### config.mk
export PLATFORM = sky130hd
export DESIGN_NAME = change_logger
export DESIGN_NICKNAME = d
export VERILOG_FILES = /design/src/rtl/change_logger_pkg.sv /design/src/rtl/change_logger_fifo.sv /design/src/rtl/change_logger.sv
export SDC_FILE = /design/constraint.sdc
export NUM_CORES = 1
export LEC_CHECK = 0
export CORE_ASPECT_RATIO = 0.5
export CORE_MARGIN = 1.5
export CORE_UTILIZATION = 47
export CTS_CLUSTER_DIAMETER = 150
export DETAILED_ROUTE_END_ITERATION = 10
export GPL_ROUTABILITY_DRIVEN = 1
export HOLD_SLACK_MARGIN = 0.15
export PLACE_DENSITY_LB_ADDON = 0.25
export SYNTH_ARGS = -nofsm -noshare
export SYNTH_HDL_FRONTEND = slang
export SYNTH_SLANG_ARGS = --single-unit
### constraint.sdc
create_clock -name clock -period 5.2 [get_ports clock]
set_input_delay 1.56 -clock clock [delete_from_list [all_inputs] [get_ports clock]]
set_output_delay 1.56 -clock clock [all_outputs]
set_load 0.02 [all_outputs]
### src/rtl/change_logger_pkg.sv
// rtl/change_logger_pkg.sv - record layout and shared constants for the change logger
//
// Purpose: single place that defines how a {wrap, timestamp, value} record is
// packed into a flat word, so the logger, its FIFO and any consumer agree.
// Layout (LSB first): data[DATA_W-1:0], time[TS_W-1:0], wrap.
// No ports (package).
package change_logger_pkg;

    localparam int DEF_DATA_W = 8;
    localparam int DEF_TS_W   = 16;
    localparam int DEF_DEPTH  = 16;

    // Layout helpers usable with any parameterisation of the logger.
    function automatic int rec_width(input int data_w, input int ts_w);
        return ts_w + data_w + 1;
    endfunction

    function automatic int rec_data_lsb();
        return 0;
    endfunction

    function automatic int rec_time_lsb(input int data_w);
        return data_w;
    endfunction

    function automatic int rec_wrap_bit(input int data_w, input int ts_w);
        return data_w + ts_w;
    endfunction

    // Offsets for the default parameterisation.
    localparam int REC_W        = DEF_TS_W + DEF_DATA_W + 1;
    localparam int REC_DATA_LSB = 0;
    localparam int REC_TIME_LSB = DEF_DATA_W;
    localparam int REC_WRAP_BIT = DEF_DATA_W + DEF_TS_W;

    // Record as seen by consumers of the default build.
    typedef struct packed {
        logic                  wrap;
        logic [DEF_TS_W-1:0]   ts;
        logic [DEF_DATA_W-1:0] data;
    } rec_t;

endpackage

### src/rtl/change_logger_fifo.sv
// rtl/change_logger_fifo.sv - show-ahead record FIFO with explicit occupancy count
//
// Purpose: stores logger records; head entry is presented combinationally.
// Ports:
//   clk_i        clock (rising edge)
//   rst_ni       asynchronous active-low reset
//   clr_i        synchronous flush; blocks push and pop on that edge
//   push_i       push request
//   push_data_i  record to push
//   pop_i        pop request (ignored while empty)
//   valid_o      head holds a record
//   data_o       head record (zero while empty)
//   dropped_o    push request refused because full with no pop
module change_logger_fifo
    import change_logger_pkg::*;
#(
    parameter int WIDTH = REC_W,
    parameter int DEPTH = DEF_DEPTH
) (
    input  logic             clk_i,
    input  logic             rst_ni,
    input  logic             clr_i,
    input  logic             push_i,
    input  logic [WIDTH-1:0] push_data_i,
    input  logic             pop_i,
    output logic             valid_o,
    output logic [WIDTH-1:0] data_o,
    output logic             dropped_o
);

    localparam int AW = (DEPTH > 1) ? $clog2(DEPTH) : 1;
    localparam int CW = AW + 1;
    localparam logic [CW-1:0] DEPTH_C = CW'(DEPTH);

    logic [WIDTH-1:0] mem [DEPTH];
    logic [AW-1:0]    wr_ptr_q, wr_ptr_d;
    logic [AW-1:0]    rd_ptr_q, rd_ptr_d;
    logic [CW-1:0]    count_q, count_d;
    logic             push_en, pop_en;

    always_comb begin
        pop_en    = pop_i && !clr_i && (count_q != '0);
        // A full FIFO still accepts a push when the head leaves on the same edge.
        push_en   = push_i && !clr_i && ((count_q != DEPTH_C) || pop_en);
        dropped_o = push_i && !clr_i && !push_en;
    end

    always_comb begin
        wr_ptr_d = wr_ptr_q;
        rd_ptr_d = rd_ptr_q;
        count_d  = count_q;
        if (clr_i) begin
            wr_ptr_d = '0;
            rd_ptr_d = '0;
            count_d  = '0;
        end else begin
            if (push_en) wr_ptr_d = wr_ptr_q + AW'(1);
            if (pop_en)  rd_ptr_d = rd_ptr_q + AW'(1);
            unique case ({push_en, pop_en})
                2'b10:   count_d = count_q + CW'(1);
                2'b01:   count_d = count_q - CW'(1);
                default: count_d = count_q;
            endcase
        end
    end

    always_ff @(posedge clk_i or negedge rst_ni) begin
        if (!rst_ni) begin
            wr_ptr_q <= '0;
            rd_ptr_q <= '0;
            count_q  <= '0;
        end else begin
            wr_ptr_q <= wr_ptr_d;
            rd_ptr_q <= rd_ptr_d;
            count_q  <= count_d;
        end
    end

    // Storage carries no reset; contents are qualified by count_q.
    always_ff @(posedge clk_i) begin
        if (push_en) mem[wr_ptr_q] <= push_data_i;
    end

    assign valid_o = (count_q != '0);
    assign data_o  = valid_o ? mem[rd_ptr_q] : '0;

endmodule

### src/rtl/change_logger.sv
// rtl/change_logger.sv - value-change logger producing {timestamp, value} records
//
// Purpose: watches data_in, logs the initial value and every change with the
// cycle timestamp, plus a wrap marker when the timestamp rolls over unchanged.
// Ports:
//   clock      clock (rising edge)
//   reset_n    asynchronous active-low reset
//   enable     logging enable; timestamp advances only while set
//   clear      synchronous flush/re-arm, highest priority
//   data_in    monitored word
//   rec_valid  head record available
//   rec_ready  consumer accepts head record
//   rec_time   head record timestamp
//   rec_data   head record value
//   rec_wrap   head record is a timestamp-wrap marker
//   overflow   sticky: a record was dropped since reset/clear
module change_logger
    import change_logger_pkg::*;
#(
    parameter int DATA_W = DEF_DATA_W,
    parameter int TS_W   = DEF_TS_W,
    parameter int DEPTH  = DEF_DEPTH
) (
    input  logic              clock,
    input  logic              reset_n,
    input  logic              enable,
    input  logic              clear,
    input  logic [DATA_W-1:0] data_in,
    output logic              rec_valid,
    input  logic              rec_ready,
    output logic [TS_W-1:0]   rec_time,
    output logic [DATA_W-1:0] rec_data,
    output logic              rec_wrap,
    output logic              overflow
);

    localparam int RW       = rec_width(DATA_W, TS_W);
    localparam int DATA_LSB = rec_data_lsb();
    localparam int TIME_LSB = rec_time_lsb(DATA_W);
    localparam int WRAP_BIT = rec_wrap_bit(DATA_W, TS_W);

    logic [TS_W-1:0]   ts_q, ts_d;
    logic [DATA_W-1:0] prev_q, prev_d;
    logic              armed_q, armed_d;
    logic              ovf_q, ovf_d;

    logic              changed, at_ts_max;
    logic              push, push_wrap;
    logic [RW-1:0]     push_rec;
    logic              fifo_valid, fifo_dropped;
    logic [RW-1:0]     fifo_data;

    assign changed   = (data_in != prev_q);
    assign at_ts_max = (ts_q == {TS_W{1'b1}});

    always_comb begin
        ts_d      = ts_q;
        prev_d    = prev_q;
        armed_d   = armed_q;
        push      = 1'b0;
        push_wrap = 1'b0;
        if (clear) begin
            // prev is deliberately kept; the re-armed sample logs the value anyway.
            ts_d    = '0;
            armed_d = 1'b1;
        end else if (enable) begin
            push      = armed_q || changed || at_ts_max;
            // Only a pure rollover with no other reason to log is a wrap marker.
            push_wrap = !armed_q && !changed;
            ts_d      = ts_q + TS_W'(1);
            prev_d    = data_in;
            armed_d   = 1'b0;
        end
    end

    // When push_wrap is set data_in equals prev_q, so data_in serves both cases.
    assign push_rec = {push_wrap, ts_q, data_in};

    always_comb begin
        ovf_d = ovf_q;
        if (clear)             ovf_d = 1'b0;
        else if (fifo_dropped) ovf_d = 1'b1;
    end

    always_ff @(posedge clock or negedge reset_n) begin
        if (!reset_n) begin
            ts_q    <= '0;
            prev_q  <= '0;
            armed_q <= 1'b1;
            ovf_q   <= 1'b0;
        end else begin
            ts_q    <= ts_d;
            prev_q  <= prev_d;
            armed_q <= armed_d;
            ovf_q   <= ovf_d;
        end
    end

    change_logger_fifo #(
        .WIDTH (RW),
        .DEPTH (DEPTH)
    ) u_fifo (
        .clk_i       (clock),
        .rst_ni      (reset_n),
        .clr_i       (clear),
        .push_i      (push),
        .push_data_i (push_rec),
        .pop_i       (rec_ready),
        .valid_o     (fifo_valid),
        .data_o      (fifo_data),
        .dropped_o   (fifo_dropped)
    );

    assign rec_valid = fifo_valid;
    assign rec_data  = fifo_data[DATA_LSB +: DATA_W];
    assign rec_time  = fifo_data[TIME_LSB +: TS_W];
    assign rec_wrap  = fifo_data[WRAP_BIT];
    assign overflow  = ovf_q;

endmodule
==> results.json, run 1 <==
{
  "clk_latency_ns": 0.53,
  "synth_edf_count": 400,
  "instances_no_fill": 1531,
  "synth.most_common_cell": "edfxtp_1",
  "die_h_um": 139,
  "worstMarginPinSlew_ns": 1.28,
  "setup_viol": 0,
  "critPathLaunch": "u_fifo.rd_ptr_q[2]$_DFFE_PN0P_",
  "root_buffer": "clkbuf_16",
  "place_inst": 1462,
  "grt-ovfl-total": 0,
  "antenna_found_initial": 1,
  "yosys-top-cells-area": "edfxtp_1 (69%), mux4_2 (6.4%), mux2i_1 (5.9%), dfrtp_1 (5.4%), o221ai_1 (2.5%)",
  "crit_chain": "nand2b_2 > buf_4 > o221ai_1 > o22ai_1 > a211oi_1 > clkdlybuf4s50_1",
  "rows": 49,
  "clock_skew_ns": 0.0112,
  "outcome": "finished, final reports clean",
  "grt_usage_pct": 21.3,
  "initial_core_util_pct": 48.2,
  "routedWlPerCell_um": 26.1,
  "postCtsHoldBufs": 0,
  "grt_pass1_wl_um": 59600,
  "nets": 1042,
  "final_area_sq_um": 19900,
  "wirelength_um": 39900,
  "slew_headroom_pct": 14.7,
  "cts_resized": 0,
  "powerDensity_nw_per_um2": 439,
  "fin_crit_ns": 4.94,
  "synth_area_sq_um": 17500,
  "io_buffers": 39,
  "synth_seq_cells": 439,
  "start_kind": "register",
  "hp-start": "prev_q[6]$_DFFE_PN0P_",
  "r2r_start": "ts_q[5]$_DFFE_PN0P_",
  "synthToLayoutAreaGrowth_pct": 13.9,
  "rsz0062_at_grt": "false",
  "setup_tns_ns": 0,
  "synth_top_area_cell": "edfxtp_1",
  "clkSinkCount": 439,
  "synth_top_area_share_pct": 68.6,
  "antenna_left": 0,
  "synth-seq-area-share_pct": 74.2,
  "synth.distinct_cells": 50,
  "hold-worst-slack_ns": 0.536,
  "synth_flop_cell": "edfxtp_1",
  "fin_util_pct": 54.9,
  "slowest_delay_ns": 0.69,
  "place_ws_ns": 0.170,
  "num_antenna_cells": 0,
  "grt_pass1_vias": 9248,
  "clock.fmax_mhz": 202,
  "slowest_stage": "clkdlybuf4s50_1",
  "synthArstFlopShare_pct": 8.88,
  "cts_tree": "built",
  "setup_slack_ns": 0.261,
  "worstPathArrival_ns": 3.38,
  "cap_violations": 0,
  "post-route-period-util_pct": 95.0,
  "ios": 40,
  "clk_path_buf_depth": 3,
  "core_area_sq_um": 36300,
  "grt_max_degree": 42,
  "worstHoldPathType": "reg2reg",
  "crit_required_ns": 3.64,
  "cts_setup_buffers": 0,
  "crit_type": "reg2out",
  "die_x_um": 276,
  "synthCells": 951,
  "cts_inserted_buffers": 39,
  "final_layout_size_suffix_gt1_share_pct": 18.2,
  "final_max_slew_viol_count": 0,
  "yosysWarnings": 0,
  "syn_area_per_cell_sq_um": 18.4,
  "htree_levels": 2,
  "drcViolationCount": 0,
  "via_count": 9205,
  "ir_drop_v": 0.000234,
  "dieArea_sq_um": 38500,
  "power_leakage_nw": 6.64,
  "firstDrtPassIters": 5,
  "finalHoldViolations": 0,
  "path_max_fanout": 19,
  "end_kind": "output pin",
  "p_total_mw": 8.75,
  "clk_pin_slew_ns": 0.07,
  "syn-num-nets": 974,
  "drt_iter0_markers": 1055,
  "place_congestion": 0.793,
  "synth_commonest_cells": "edfxtp_1 (400), mux2i_1 (104), mux4_2 (50), o221ai_1 (50), nor2_1 (41)",
  "dpl.hpwl_um": 22700,
  "placed_cell_area_sq_um": 18700,
  "vias_per_cell": 6.01
}
state kept, by name, summed over array words and instances, names as in the netlist:
| name | count |
|---|---|
| u_fifo.wr_ptr_q | 4 |
| armed_q | 1 |
| u_fifo.count_q | 5 |
| overflow | 1 |
| ts_q | 16 |
| prev_q | 8 |
| u_fifo.rd_ptr_q | 4 |
| u_fifo.mem | 400 |
worst max-delay path: cells and delay by family, from the launching register on:
family / cells / cell delay (ns)
buf+inv: 2 / 1.07
flops: 1 / 0.51
compound gates: 3 / 0.85
simple gates: 1 / 0.42
routing by layer:
metal	vias up	GRT usage [%]	wire (um)	share of wire, %
li1	3993	-	-	-
met1	4841	32.5	18400	46
met2	302	31.9	18300	46
met3	67	4.04	2510	6.3
met4	2	5.38	771	1.9
met5	-	0	13	0.033
cells in the final DEF (no fill, tap or decap), drive strengths merged, types with 14 or more instances in the layout:
master / n
mux2i: 104
buf: 39
clkdlybuf4s50: 38
clkbuf: 48
nand2: 37
nor2: 42
edfxtp: 400
a211oi: 26
clkinv: 16
xor2: 16
o221ai: 50
mux4: 50
inv: 14
o22ai: 25
dfrtp: 38
layout make-up:
cell class | instances | area [sq um]
Clock inverter | 21 | 229
Sequential cell | 439 | 13000
Timing Repair Buffer | 77 | 708
Multi-Input combinational cell | 448 | 4330
Clock buffer | 48 | 1020
Inverter | 14 | 52.6
Fill cell | 2760 | 16400
Tap cell | 484 | 606
kinds of logic (layout without fill, tap and decap cells):
kind of cell             after synthesis  count (layout)  share of synthesized area, %
flip-flops                           439             439                          74.2
multiplexers                         167             167                          13.3
AND/OR/NAND/NOR                      129             129                          3.70
AO/OA/AOI/OAI                        113             113                          5.00
buffers and inverters                 64             160                          1.54
XOR/XNOR                              29              29                          1.45
adder cells (fa/ha/maj)               10              10                         0.758
final timing paths:
check / to / slack [ns] / depth (start not counted)
min: prev_q[6]$_DFFE_PN0P_ / 0.54 / 1
max in group asynchronous: u_fifo.rd_ptr_q[0]$_DFFE_PN0P_ / 3.42 / 2
min in group asynchronous: ts_q[7]$_DFFE_PN0P_ / 0.95 / 1
max: rec_time[5] / 0.26 / 6
max reg2reg: u_fifo.mem[9][18]$_DFFE_PP_ / 1.60 / 6
min reg2reg: prev_q[6]$_DFFE_PN0P_ / 0.54 / 1
where the power goes:
part | switching (mW) | internal [mW] | total [mW]
clock | 1.22 | 1.65 | 2.87
combinational | 1.02 | 0.879 | 1.90
sequential | 0.0971 | 3.88 | 3.98
total | 2.34 | 6.41 | 8.75
No activity file was read; power rests on OpenSTA's default activity.
==> inputs of run 2 (changes only) <==
--- a/config.mk
+++ b/config.mk
@@ -6,7 +6,7 @@
 export NUM_CORES = 1
 export LEC_CHECK = 0
 export CORE_ASPECT_RATIO = 0.5
-export CORE_MARGIN = 1.5
+export CORE_MARGIN = 2
 export CORE_UTILIZATION = 47
 export CTS_CLUSTER_DIAMETER = 150
 export DETAILED_ROUTE_END_ITERATION = 10
==> run 2 against run 1 <==
Compared with the run above:
- clock-buffer cell count is 7 higher
- non-clock buffer count is 12 higher
- design area increased by 0.63%
- combinational power hardly changed
- critical path type unchanged
- critical path depth did not move
- worst setup slack got worse by 0.043 ns
- die area is 1.1% higher
- global-route usage is 0.29 points higher
- hold slack lost 0.00058 ns
- critical endpoint is now rec_time[7]
- sequential power is essentially flat
- first-iteration DRC count shrank 20%
- register-to-register slack about the same
==> results.json, run 2 (same netlist as run 1, synthesis figures left out) <==
{
  "firstDrtPassIters": 5,
  "clkSinkCount": 439,
  "grt_max_degree": 42,
  "htree_levels": 2,
  "final_common_cell": "edfxtp_1",
  "post-route-period-util_pct": 95.8,
  "dieArea_sq_um": 38900,
  "die_h_um": 140,
  "crit_required_ns": 3.64,
  "place_congestion": 0.828,
  "start_kind": "register",
  "drcViolationCount": 0,
  "largestRegisters": "u_fifo.mem (400), ts_q (16), prev_q (8)",
  "path_delay_family": "buffers and inverters",
  "grt_pass1_wl_um": 61500,
  "clk_path_buf_depth": 3,
  "antenna_found_initial": 2,
  "ir_drop_v": 0.000231,
  "path_buf_inv": 2,
  "p_clk_share_pct": 32.4,
  "cts_tree": "built",
  "core_area_sq_um": 36300,
  "fin_util_pct": 55.3,
  "worstMarginPinSlew_ns": 1.08,
  "fin_crit_ns": 4.98,
  "end_kind": "output pin",
  "worstHoldPathType": "reg2reg",
  "via_count": 9339,
  "rows": 49,
  "cts_resized": 0,
  "r2r_slack_ns": 1.59,
  "dpl.hpwl_um": 23400,
  "root_buffer": "clkbuf_16",
  "setup_tns_ns": 0,
  "io_buffers": 39,
  "worstPathArrival_ns": 3.42,
  "antenna_left": 0,
  "nets": 1054,
  "final_cell_mix": "edfxtp_1 (400), mux2i_1 (104), o221ai_1 (50), mux4_2 (50), buf_4 (44)",
  "seq_power_share_pct": 45.5,
  "regMostFlops": "u_fifo.mem",
  "outcome": "finished, final reports clean",
  "power_leakage_nw": 6.71,
  "p_int_mw": 6.35,
  "wirelength_um": 41200,
  "slowest_delay_ns": 0.78,
  "cap_violations": 0,
  "postCtsHoldBufs": 0,
  "finalHoldViolations": 0,
  "slowest_stage": "dfrtp_4",
  "synthToLayoutAreaGrowth_pct": 14.7,
  "cts_setup_buffers": 0,
  "vias_per_cell": 6.04,
  "clk_pin_slew_ns": 0.07,
  "die_x_um": 277,
  "comb_power_share_pct": 22.0,
  "cts_inserted_buffers": 39,
  "setup_viol": 0,
  "grt_usage_pct": 21.6,
  "clock_skew_ns": 0.0210,
  "slew_headroom_pct": 27.8,
  "ios": 40,
  "crit_chain": "buf_12 > mux2i_1 > o221ai_1 > o22ai_1 > a211oi_1 > clkdlybuf4s50_1",
  "powerDensity_nw_per_um2": 436,
  "clk_latency_ns": 0.55,
  "final_max_slew_viol_count": 0,
  "clock.fmax_mhz": 201,
  "path_max_fanout": 27,
  "grt-ovfl-total": 0,
  "routedWlPerCell_um": 26.7,
  "largest_reg_flops": 400,
  "initial_core_util_pct": 48.2,
  "grt_pass1_vias": 9384,
  "crit_type": "reg2out",
  "final_layout_size_suffix_gt1_share_pct": 19.1,
  "switchingPower_mw": 2.40,
  "p_sw_share_pct": 27.4,
  "drt_iter0_markers": 842,
  "rsz0062_at_grt": "false"
}
[run 2: cell count changes in the layout (fill, tap and decap cells not counted), moves of 3 or more]
cell,change
buf_4,+9
buf_12,+3
bufinv_16,-3
clkbuf_1,+3
clkbuf_8,+3
clkinv_2,-3
[run 2: layout make-up]
type | instances | area, sq um
diodes | 1 | 2.50
clock buffers | 55 | 1100
clock inverters | 17 | 148
fillers | 2751 | 16200
inverters | 14 | 52.6
multi-input cells | 448 | 4330
flip-flops and latches | 439 | 13000
well taps | 484 | 606
repair buffers | 89 | 836
[run 2: per-stage QoR]
stage | hold WS [ns] | setup WS, ns | total power, mW | instances | area [sq um]
after floorplan | 0.501 | 0.500 | 5.28 | 951 | 17500
final | 0.535 | 0.218 | 8.75 | 1547 | 20100
after global routing | 0.560 | 0.102 | 9.05 | 1546 | 20100
after CTS | 0.532 | 0.141 | 8.81 | 1546 | 20100
after global placement | 0.511 | 0.144 | 5.99 | 1474 | 18800
after detailed placement | 0.518 | 0.119 | 6.01 | 1474 | 18800
[run 2: final timing paths]
path / cells past startpoint / startpoint / endpoint
worst max register to register: 7 / ts_q[4]$_DFFE_PN0P_ / u_fifo.mem[8][12]$_DFFE_PP_
worst max-delay path: 6 / u_fifo.rd_ptr_q[0]$_DFFE_PN0P_ / rec_time[7]
min in group asynchronous: 1 / reset_n / u_fifo.count_q[2]$_DFFE_PN0P_
worst min register to register: 1 / prev_q[7]$_DFFE_PN0P_ / prev_q[7]$_DFFE_PN0P_
worst min-delay path: 1 / prev_q[7]$_DFFE_PN0P_ / prev_q[7]$_DFFE_PN0P_
max in group asynchronous: 1 / reset_n / u_fifo.rd_ptr_q[0]$_DFFE_PN0P_
[run 2: layer usage]
layer | up-vias | wire, um | global-route usage, %
li1 | 4019 | - | -
met1 | 4917 | 18900 | 32.2
met2 | 339 | 18400 | 32.1
met3 | 62 | 3000 | 5.00
met4 | 2 | 842 | 6.06
met5 | - | 13 | 0
[run 2: power by group through the flow]
stage	clock (mW)	combinational (mW)	sequential, mW
final	2.84	1.93	3.98
after global routing	3.02	2.04	3.99
after CTS	2.87	1.95	3.98
after detailed placement	0	1.95	4.06
after global placement	0	1.94	4.06
after floorplan	0	1.30	3.98
[run 2: worst reg2reg max path, cell delays in order (launching register included)]
cell	delay, ns
dfrtp_1	0.80
and4_4	0.40
and3_2	0.24
nand2_2	0.10
a21oi_2	0.32
nand3b_1	0.36
nor2_4	0.82
buf_4	0.30
==> inputs of run 3 (changes only) <==
--- a/config.mk
+++ b/config.mk
@@ -5,7 +5,7 @@
 export SDC_FILE = /design/constraint.sdc
 export NUM_CORES = 1
 export LEC_CHECK = 0
-export CORE_ASPECT_RATIO = 0.5
+export CORE_ASPECT_RATIO = 0.8
 export CORE_MARGIN = 2
 export CORE_UTILIZATION = 47
 export CTS_CLUSTER_DIAMETER = 150
==> run 3 against run 2 <==
Compared with the run above:
- design area up 0.60%
- via count decreased by 3.7%
- non-clock buffer count shrank 15
- core utilization decreased by 0.56 points
- wire length shrank 6.1%
- critical path type unchanged
==> results.json, run 3 (same netlist as run 1, synthesis figures left out) <==
{
  "wirelength_um": 38700,
  "drt_iter0_markers": 919,
  "grt_pass1_vias": 9079,
  "final_cell_mix": "edfxtp_1 (400), mux2i_1 (104), o221ai_1 (50), mux4_2 (50), clkbuf_16 (43)",
  "hold_end": "overflow$_DFFE_PN0P_",
  "start_kind": "register",
  "power_leakage_nw": 6.74,
  "hp-start": "overflow$_DFFE_PN0P_",
  "r2r_slack_ns": 1.72,
  "grt_usage_pct": 20.4,
  "drcViolationCount": 0,
  "cts_resized": 0,
  "clock.fmax_mhz": 200,
  "worstReg2RegEnd": "u_fifo.count_q[3]$_DFFE_PN0P_",
  "setup_tns_ns": 0,
  "largest_reg_flops": 400,
  "cts_setup_buffers": 0,
  "crit_type": "reg2out",
  "nets": 1042,
  "setup_slack_ns": 0.189,
  "worstHoldPathCells": 2,
  "num_antenna_cells": 0,
  "antenna_found_initial": 0,
  "clk_path_buf_depth": 3,
  "dieArea_sq_um": 38800,
  "place_ws_ns": 0.331,
  "htree_levels": 2,
  "core_area_sq_um": 36900,
  "routedWlPerCell_um": 25.1,
  "r2r_start": "u_fifo.count_q[0]$_DFFE_PN0P_",
  "rsz0062_at_grt": "false",
  "synthToLayoutAreaGrowth_pct": 15.4,
  "cts_tree": "built",
  "dpl.hpwl_um": 20300,
  "clkSinkCount": 439,
  "grt-ovfl-total": 0,
  "regMostFlops": "u_fifo.mem",
  "ios": 40,
  "powerDensity_nw_per_um2": 451,
  "via_count": 8991,
  "initial_core_util_pct": 47.4,
  "fin_crit_ns": 5.01,
  "place_congestion": 0.761,
  "clk_latency_ns": 0.56,
  "crit_required_ns": 3.64,
  "end_kind": "output pin",
  "path_max_fanout": 40,
  "die_h_um": 177,
  "firstDrtPassIters": 7,
  "postCtsHoldBufs": 0,
  "rows": 63,
  "ff2ff_path_depth": 12,
  "final_common_cell": "edfxtp_1",
  "crit_chain": "buf_4 > mux4_2 > o22ai_1 > a211oi_1 > clkdlybuf4s50_1",
  "post-route-period-util_pct": 96.4,
  "ir_drop_v": 0.000212,
  "final_max_slew_viol_count": 0,
  "setup_viol": 0,
  "antenna_left": 0,
  "grt_max_degree": 42,
  "io_buffers": 39,
  "grt_pass1_wl_um": 57200,
  "cts_inserted_buffers": 42,
  "outcome": "finished, final reports clean",
  "slew_headroom_pct": 15.5,
  "cap_violations": 0,
  "root_buffer": "clkbuf_16",
  "slowest_stage": "clkdlybuf4s50_1",
  "finalHoldViolations": 0,
  "slowest_delay_ns": 0.70,
  "largestRegisters": "u_fifo.mem (400), ts_q (16), prev_q (8)",
  "worstHoldPathType": "reg2reg",
  "worstPathArrival_ns": 3.45,
  "worstMarginPinSlew_ns": 1.26,
  "final_layout_size_suffix_gt1_share_pct": 18.5,
  "vias_per_cell": 5.84,
  "die_x_um": 220,
  "clock_skew_ns": 0.0215,
  "clk_pin_slew_ns": 0.06
}
## run 3: cell types whose count changed in the layout (fill, tap and decap cells not counted)
cell	before	now
bufinv_16	2	7
buf_4	44	29
clkbuf_8	4	5
inv_6	1	0
clkbuf_1	11	10
clkinv_2	8	6
clkinv_8	1	2
diode_2	1	0
clkbuf_16	40	43
## run 3: area by class of cell
cell class	instances	area, sq um
multi-input cells	448	4330
clock inverters	20	295
flip-flops and latches	439	13000
inverters	14	52.6
well taps	487	609
repair buffers	74	723
clock buffers	58	1180
fillers	2845	16700
## run 3: critical path: cells and delay by family, from the launching register on
family / cells / cell delay, ns
compound gates: 2 / 0.54
flops: 1 / 0.63
buf+inv: 2 / 1.36
mux: 1 / 0.35
## run 3: routing by layer
| metal | vias up | track usage [%] | wire length, um |
|---|---|---|---|
| met2 | 259 | 30.7 | 17400 |
| li1 | 3996 | - | - |
| met5 | - | 0 | 0 |
| met1 | 4681 | 31.1 | 18400 |
| met3 | 55 | 3.74 | 2270 |
| met4 | 0 | 4.95 | 637 |
## run 3: worst max-delay path by stage
| stage | startpoint | to | slack (ns) | cells after the start |
|---|---|---|---|---|
| 3_5_place_dp | data_in[0] | u_fifo.count_q[4]$_DFFE_PN0P_ | 0.33 | 14 |
| 6_report | u_fifo.rd_ptr_q[1]$_DFFE_PN0P_ | rec_wrap | 0.19 | 5 |
| 3_3_place_gp | data_in[6] | u_fifo.count_q[4]$_DFFE_PN0P_ | 0.38 | 14 |
| 5_1_grt | u_fifo.rd_ptr_q[1]$_DFFE_PN0P_ | rec_wrap | 0.07 | 5 |
| 4_1_cts | u_fifo.rd_ptr_q[1]$_DFFE_PN0P_ | rec_time[6] | 0.14 | 5 |
| 2_1_floorplan | enable | u_fifo.mem[7][0]$_DFFE_PP_ | 0.50 | 6 |
## run 3: report_power, final
part | internal [mW] | switching (mW)
combinational | 0.886 | 1.03
sequential | 3.88 | 0.0748
clock | 1.95 | 1.28
total | 6.71 | 2.39
## run 3: per-stage QoR
stage | instance area (sq um) | hold WS (ns) | util [%] | cells | total power, mW
final | 20200 | 0.530 | 54.7 | 1540 | 9.10
after global routing | 20200 | 0.542 | 54.7 | 1540 | 9.41
after CTS | 20200 | 0.532 | 54.7 | 1540 | 9.19
after detailed placement | 18700 | 0.518 | 50.7 | 1462 | 5.97
after global placement | 18700 | 0.504 | 50.7 | 1462 | 5.97
after floorplan | 17500 | 0.501 | - | 951 | 5.28
